**src/rtl/bus_dma_master.sv**
```systemverilog
// Bus initiator for the 65C02 system bus. It halts the CPU through bus_req,
// waits for the grant settle time, then runs one single-byte read or write
// per host command in phi2 timing. It returns one response per command and
// gives the bus back after a number of idle phi2 periods.
module bus_dma_master #(
  parameter int GRANT_CYCLES = 2,
  parameter int HOLD_CYCLES  = 1
) (
  input  logic        clk,
  input  logic        rst,
  input  logic        phi2,
  input  logic        cmd_valid,
  output logic        cmd_ready,
  input  logic        cmd_we,
  input  logic [15:0] cmd_addr,
  input  logic [7:0]  cmd_wdata,
  output logic        rsp_valid,
  output logic [7:0]  rsp_rdata,
  output logic        bus_req,
  output logic        bus_owned,
  output logic [15:0] m_addr,
  output logic        m_rwb,
  output logic [7:0]  m_data_out,
  output logic        m_data_oe,
  input  logic [7:0]  m_data_in
);

  localparam logic [2:0] IDLE = 3'd0;
  localparam logic [2:0] REQ  = 3'd1;
  localparam logic [2:0] OWN  = 3'd2;
  localparam logic [2:0] ARM  = 3'd3;
  localparam logic [2:0] XFER = 3'd4;

  localparam int GW = $clog2(GRANT_CYCLES + 1);
  localparam int HW = $clog2(HOLD_CYCLES + 1);
  localparam logic [GW-1:0] GRANT_T = GW'(GRANT_CYCLES);
  localparam logic [HW-1:0] HOLD_T  = HW'(HOLD_CYCLES);

  logic [2:0]    state_q, state_d;
  logic          phi2_q;
  logic [GW-1:0] grant_cnt_q, grant_cnt_d, grant_inc;
  logic [HW-1:0] idle_cnt_q, idle_cnt_d, idle_inc;
  logic          bus_req_q, bus_req_d;
  logic          bus_owned_q, bus_owned_d;
  logic          rsp_valid_q, rsp_valid_d;
  logic [7:0]    rsp_rdata_q, rsp_rdata_d;
  logic [15:0]   m_addr_q, m_addr_d;
  logic          m_rwb_q, m_rwb_d;
  logic [7:0]    m_data_out_q, m_data_out_d;
  logic          m_data_oe_q, m_data_oe_d;
  logic          we_q, we_d;
  logic [15:0]   addr_q, addr_d;
  logic [7:0]    wdata_q, wdata_d;
  logic          fall, rise;

  // phi2 is only a level sampled on clk; edges become one-clk strobes.
  assign fall = phi2_q & ~phi2;
  assign rise = ~phi2_q & phi2;

  // Counters never pass their target: the state leaves before that can happen.
  assign grant_inc = grant_cnt_q + GW'(1);
  assign idle_inc  = idle_cnt_q + HW'(1);

  assign cmd_ready  = (state_q == OWN);
  assign rsp_valid  = rsp_valid_q;
  assign rsp_rdata  = rsp_rdata_q;
  assign bus_req    = bus_req_q;
  assign bus_owned  = bus_owned_q;
  assign m_addr     = m_addr_q;
  assign m_rwb      = m_rwb_q;
  assign m_data_out = m_data_out_q;
  assign m_data_oe  = m_data_oe_q;

  // Next-state logic for the acquire / transfer / release sequence.
  always_comb begin
    state_d      = state_q;
    grant_cnt_d  = grant_cnt_q;
    idle_cnt_d   = idle_cnt_q;
    bus_req_d    = bus_req_q;
    bus_owned_d  = bus_owned_q;
    rsp_valid_d  = 1'b0;
    rsp_rdata_d  = rsp_rdata_q;
    m_addr_d     = m_addr_q;
    m_rwb_d      = m_rwb_q;
    m_data_out_d = m_data_out_q;
    m_data_oe_d  = m_data_oe_q;
    we_d         = we_q;
    addr_d       = addr_q;
    wdata_d      = wdata_q;
    case (state_q)
      IDLE: begin
        if (cmd_valid) begin
          state_d     = REQ;
          bus_req_d   = 1'b1;
          grant_cnt_d = '0;
        end
      end
      REQ: begin
        // The bus is claimed even if the host withdraws its request here;
        // the hold timer then hands it back.
        if (fall) begin
          grant_cnt_d = grant_inc;
          if (grant_inc == GRANT_T) begin
            state_d     = OWN;
            bus_owned_d = 1'b1;
            idle_cnt_d  = '0;
          end
        end
      end
      OWN: begin
        // An accept wins over a coincident FALL so a waiting command is
        // never lost to the release timer.
        if (cmd_valid) begin
          state_d    = ARM;
          we_d       = cmd_we;
          addr_d     = cmd_addr;
          wdata_d    = cmd_wdata;
          idle_cnt_d = '0;
        end else if (fall) begin
          idle_cnt_d = idle_inc;
          if (idle_inc == HOLD_T) begin
            state_d     = IDLE;
            bus_owned_d = 1'b0;
            bus_req_d   = 1'b0;
          end
        end
      end
      ARM: begin
        if (fall) begin
          state_d  = XFER;
          m_addr_d = addr_q;
          m_rwb_d  = ~we_q;
        end
      end
      XFER: begin
        if (fall) begin
          state_d     = OWN;
          rsp_rdata_d = we_q ? 8'h00 : m_data_in;
          rsp_valid_d = 1'b1;
          m_rwb_d     = 1'b1;
          m_data_oe_d = 1'b0;
          idle_cnt_d  = '0;
        end else if (rise && we_q) begin
          m_data_out_d = wdata_q;
          m_data_oe_d  = 1'b1;
        end
      end
      default: state_d = IDLE;
    endcase
  end

  // State registers. Reset drops any in-flight command and releases the bus at once.
  always_ff @(posedge clk or negedge rst) begin
    if (!rst) begin
      state_q      <= IDLE;
      phi2_q       <= 1'b0;
      grant_cnt_q  <= '0;
      idle_cnt_q   <= '0;
      bus_req_q    <= 1'b0;
      bus_owned_q  <= 1'b0;
      rsp_valid_q  <= 1'b0;
      rsp_rdata_q  <= 8'h00;
      m_addr_q     <= 16'h0000;
      m_rwb_q      <= 1'b1;
      m_data_out_q <= 8'h00;
      m_data_oe_q  <= 1'b0;
      we_q         <= 1'b0;
      addr_q       <= 16'h0000;
      wdata_q      <= 8'h00;
    end else begin
      state_q      <= state_d;
      phi2_q       <= phi2;
      grant_cnt_q  <= grant_cnt_d;
      idle_cnt_q   <= idle_cnt_d;
      bus_req_q    <= bus_req_d;
      bus_owned_q  <= bus_owned_d;
      rsp_valid_q  <= rsp_valid_d;
      rsp_rdata_q  <= rsp_rdata_d;
      m_addr_q     <= m_addr_d;
      m_rwb_q      <= m_rwb_d;
      m_data_out_q <= m_data_out_d;
      m_data_oe_q  <= m_data_oe_d;
      we_q         <= we_d;
      addr_q       <= addr_d;
      wdata_q      <= wdata_d;
    end
  end

endmodule

```
**config.mk**
```make
export PLATFORM = sky130hd
export DESIGN_NAME = bus_dma_master
export DESIGN_NICKNAME = d
export VERILOG_FILES = /design/src/rtl/bus_dma_master.sv
export SDC_FILE = /design/constraint.sdc
export NUM_CORES = 1
export LEC_CHECK = 0
export BUFFER_PORTS_ARGS = -buffer_cell sky130_fd_sc_hd__buf_4
export CORE_ASPECT_RATIO = 2
export CORE_MARGIN = 2
export CORE_UTILIZATION = 25
export CTS_CLUSTER_SIZE = 25
export DETAILED_ROUTE_END_ITERATION = 8
export PLACE_DENSITY = 0.47
export SLEW_MARGIN = 20
export SYNTH_ARGS = -nofsm -noshare
export SYNTH_HDL_FRONTEND = slang
export SYNTH_SLANG_ARGS = --single-unit
export TNS_END_PERCENT = 5
```
**constraint.sdc**
```tcl
create_clock -name clk -period 2.1 [get_ports clk]
set_input_delay 0.21 -clock clk [delete_from_list [all_inputs] [get_ports clk]]
set_output_delay 0.21 -clock clk [all_outputs]
set_load 0.01 [all_outputs]
```
==> key figures <==
Outcome
  – Status: complete, no violations

Global routing
  – Number of global-route vias before repair: 2,038
  – Gr ovfl total: 0
  – Total track usage: 0.113
  – First-pass GRT wire length: 10,500 µm
  – Initial antenna violation count: 0
  – Largest net degree at the start of global routing: 37

Placement
  – Port bufs: 74
  – Post-DP HPWL: 4870 µm
  – Post-DP Area: 3610 µm²
  – RD Place Congestion: 0.827

Floorplan
  – IO Pins: 75
  – Starting Density: 0.257
  – Core area: 11,400 µm²
  – Row count: 55
  – Die H: 157 µm
  – Die width: 80.4 µm
  – Total die area: 12,600 µm²

Power
  – Comb power frac: 0.304
  – Pwr/cell area: 1410 nW/µm²
  – Clock share of power: 0.287
  – Switching portion of total power: 0.285
  – Power Internal: 0.00399 W
  – Sw power: 0.00159 W
  – P_leak: 1.88 nW
  – Sequential Power Share: 0.409
  – Total power: 0.00558 W
  – Maximum vdd ir drop: 0.743 mV

STA
  – Clock Skew: 0.00662 ns
  – Final Max Tran Viols: 0
  – Worst Max-Slew Pin Slew: 0.515 ns
  – Final period util: 0.814
  – Setup TNS: 0 ns
  – Fin crit period: 1.71 ns
  – Slew HR: 0.657
  – Max Clock Freq: 0.585 GHz
  – RSZ-0062 raised after global routing: no
  – Hold Vio Cnt, Final: 0
  – Final setup fails: 0

Yosys
  – Synth cell count leaders: dfrtp_1 (68), mux2_2 (29), mux2_4 (20)
  – Yosys Warn Count: 0
  – Post-synth cell types: 39
  – Simple-gate share of the synthesized area: 0.0940
  – Syn_nets: 243
  – Synth top area share: 0.584
  – Post-Synth XOR/XNOR Area: 0.00300
  – Largest family of logic cells by synthesized area: multiplexers
  – Seq cells post-synth: 69
  – Compound-cell area share of the yosys netlist: 0.0515
  – Mux contribution to synthesized area: 0.218
  – Seq/Total Area, Yosys: 0.593
  – Top cell type by total area after synthesis: dfrtp_1
  – Synth Area in Adders: 0.00429
  – Cells after Synth: 205
  – Ys async rst share: 1.00
  – Top post-synthesis cells by area: dfrtp_1 (58%), mux2_2 (11%), mux2_4 (10%)
  – Mapped Area: 2920 µm²
  – Synth Flop Type: dfrtp_1
  – Post-Syn Area per Cell: 14.2 µm²
  – Most common cell in the synthesized netlist: dfrtp_1
  – Number of synthesized flops with an enable pin: 0

Critical path
  – Worst R2R End: wdata_q[0]
  – Buf/Inv on CP: 1
  – CP delay by family, top: flip-flops
  – Crit Path Max Fanout: 12
  – Max incr delay on CP: 0.52 ns
  – Worst R2R Start: state_q[0]
  – CP max stage cell: dfrtp_1
  – CP cell instances: nor2_1 > and3_2 > buf_4 > mux2_2
  – Data required, critical path: 2.31 ns
  – Worst setup SP type: register
  – Setup CP Type: reg2reg
  – Worst path arrival time: 1.92 ns
  – Reg2reg path depth: 4
  – Levels on crit path: 4
  – CP endpoint kind: register
  – Reg2reg setup slack: 0.39 ns

Clock tree
  – H-tree depth: 3
  – Worst skew pair latency: 0.32 ns
  – Worst-path clk slew: 0.06 ns
  – TritonCTS buffer count: 9
  – CTS tree: done
  – Maximum clock path buffer count: 2
  – Root buffer cell: clkbuf_16
  – # clock sinks: 69

Detailed routing
  – Wirelength, routed: 6490 µm
  – DR WL/cell: 15.0 µm
  – Final ANT Viol Nets: 0
  – Vias: 1,834
  – 1st-pass router iterations: 4
  – Vias per inst: 4.25
  – DRT iter0 DRCs: 109
  – DRC viols: 0

Cells and area
  – # nets final: 323
  – Share of cells above drive strength 1: 0.528
  – Number of fill cells in the layout: 1,143
  – Design area: 3940 µm²
  – Ant diodes: 0
  – Fin util: 0.347
  – Area grow syn2layout: 35.3%

Min path
  – Worst min-delay path startpoint: phi2
  – Hold path depth: 1
  – Hold endpoint: phi2_q
  – Hold Crit Class: in2reg

Run
  – Max Cap Violations: 0
## state kept, by name, summed over array words and instances (netlist names)
signal / cells
addr_q: 16
bus_owned: 1
bus_req: 1
grant_cnt_q: 2
idle_cnt_q: 1
m_addr: 16
m_data_oe: 1
m_data_out: 8
m_rwb: 1
phi2_q: 1
rsp_rdata: 8
rsp_valid: 1
state_q: 3
wdata_q: 8
we_q: 1
## final cells by class
type                    instances  area [µm²]  area share
clock inverters                 7        98.8      0.0251
well taps                     142         178      0.0451
repair buffers                 80         616       0.156
flip-flops and latches         69        1730       0.438
clock buffers                   9         225      0.0571
multi-input cells             121        1080       0.275
inverters                       4        15.0     0.00381
## cells in the final DEF, fill, tap and decap left out, types with 2 or more instances in the layout
cell	netlist	routed
mux2_4	20	20
bufinv_16	0	2
nor2_1	3	3
inv_1	4	4
clkinv_4	0	2
mux2_2	29	29
nand2b_1	9	9
nor2_4	2	2
a21oi_1	3	3
nand2_1	13	13
nand3_1	2	2
o21ai_0	12	12
buf_4	2	78
dfrtp_1	68	68
a31oi_1	2	2
nand4b_1	2	2
clkbuf_16	0	9
o211ai_1	3	3
## power by group through the flow
stage | clock (W) | combinational [W] | sequential, W
finish | 0.00160 | 0.00170 | 0.00228
global route | 0.00173 | 0.00185 | 0.00237
CTS | 0.00166 | 0.00173 | 0.00230
detailed placement | 0 | 0.00172 | 0.00231
global placement | 0 | 0.00170 | 0.00230
floorplan | 0 | 0.00107 | 0.00225
## cell families (layout without fill, tap and decap cells)
kind of cell | count (synthesis) | after routing
flops | 69 | 69
simple gates | 44 | 44
compound gates | 25 | 25
xor+xnor | 1 | 1
fa+ha+maj | 1 | 1
mux | 50 | 50
buf+inv | 15 | 100
## per-layer routing
| layer | part of all wire | global-route usage |
|---|---|---|
| met5 | 0 | 0 |
| met3 | 0.040 | 0.0311 |
| met2 | 0.55 | 0.197 |
| met1 | 0.38 | 0.122 |
| met4 | 0.023 | 0.0581 |
## worst max-delay path by stage
stage | start | slack (ns) | to
finish | state_q[0] | 0.39 | wdata_q[0]
floorplan | state_q[2] | 0.67 | addr_q[10]
global placement | state_q[0] | 0.44 | m_addr[7]
global route | state_q[0] | 0.28 | m_addr[6]
detailed placement | state_q[0] | 0.41 | m_addr[6]
CTS | state_q[0] | 0.40 | wdata_q[0]
## stage by stage
step	hold WS (ns)	setup slack, ns	instances
2_1_floorplan	-0.0856	0.671	205
6_report	0.0304	0.390	432
3_3_place_gp	0.193	0.440	415
3_5_place_dp	0.197	0.410	415
4_1_cts	0.0145	0.398	432
5_1_grt	0.0155	0.278	432
## timing repair
action / in CTS / in global routing
endpoints found under the hold margin: 33 / 0
setup buffers: 0 / 0
gates resized for setup: 0 / 0
hold buffers: 1 / 0
No activity file was read; power rests on OpenSTA's default activity.
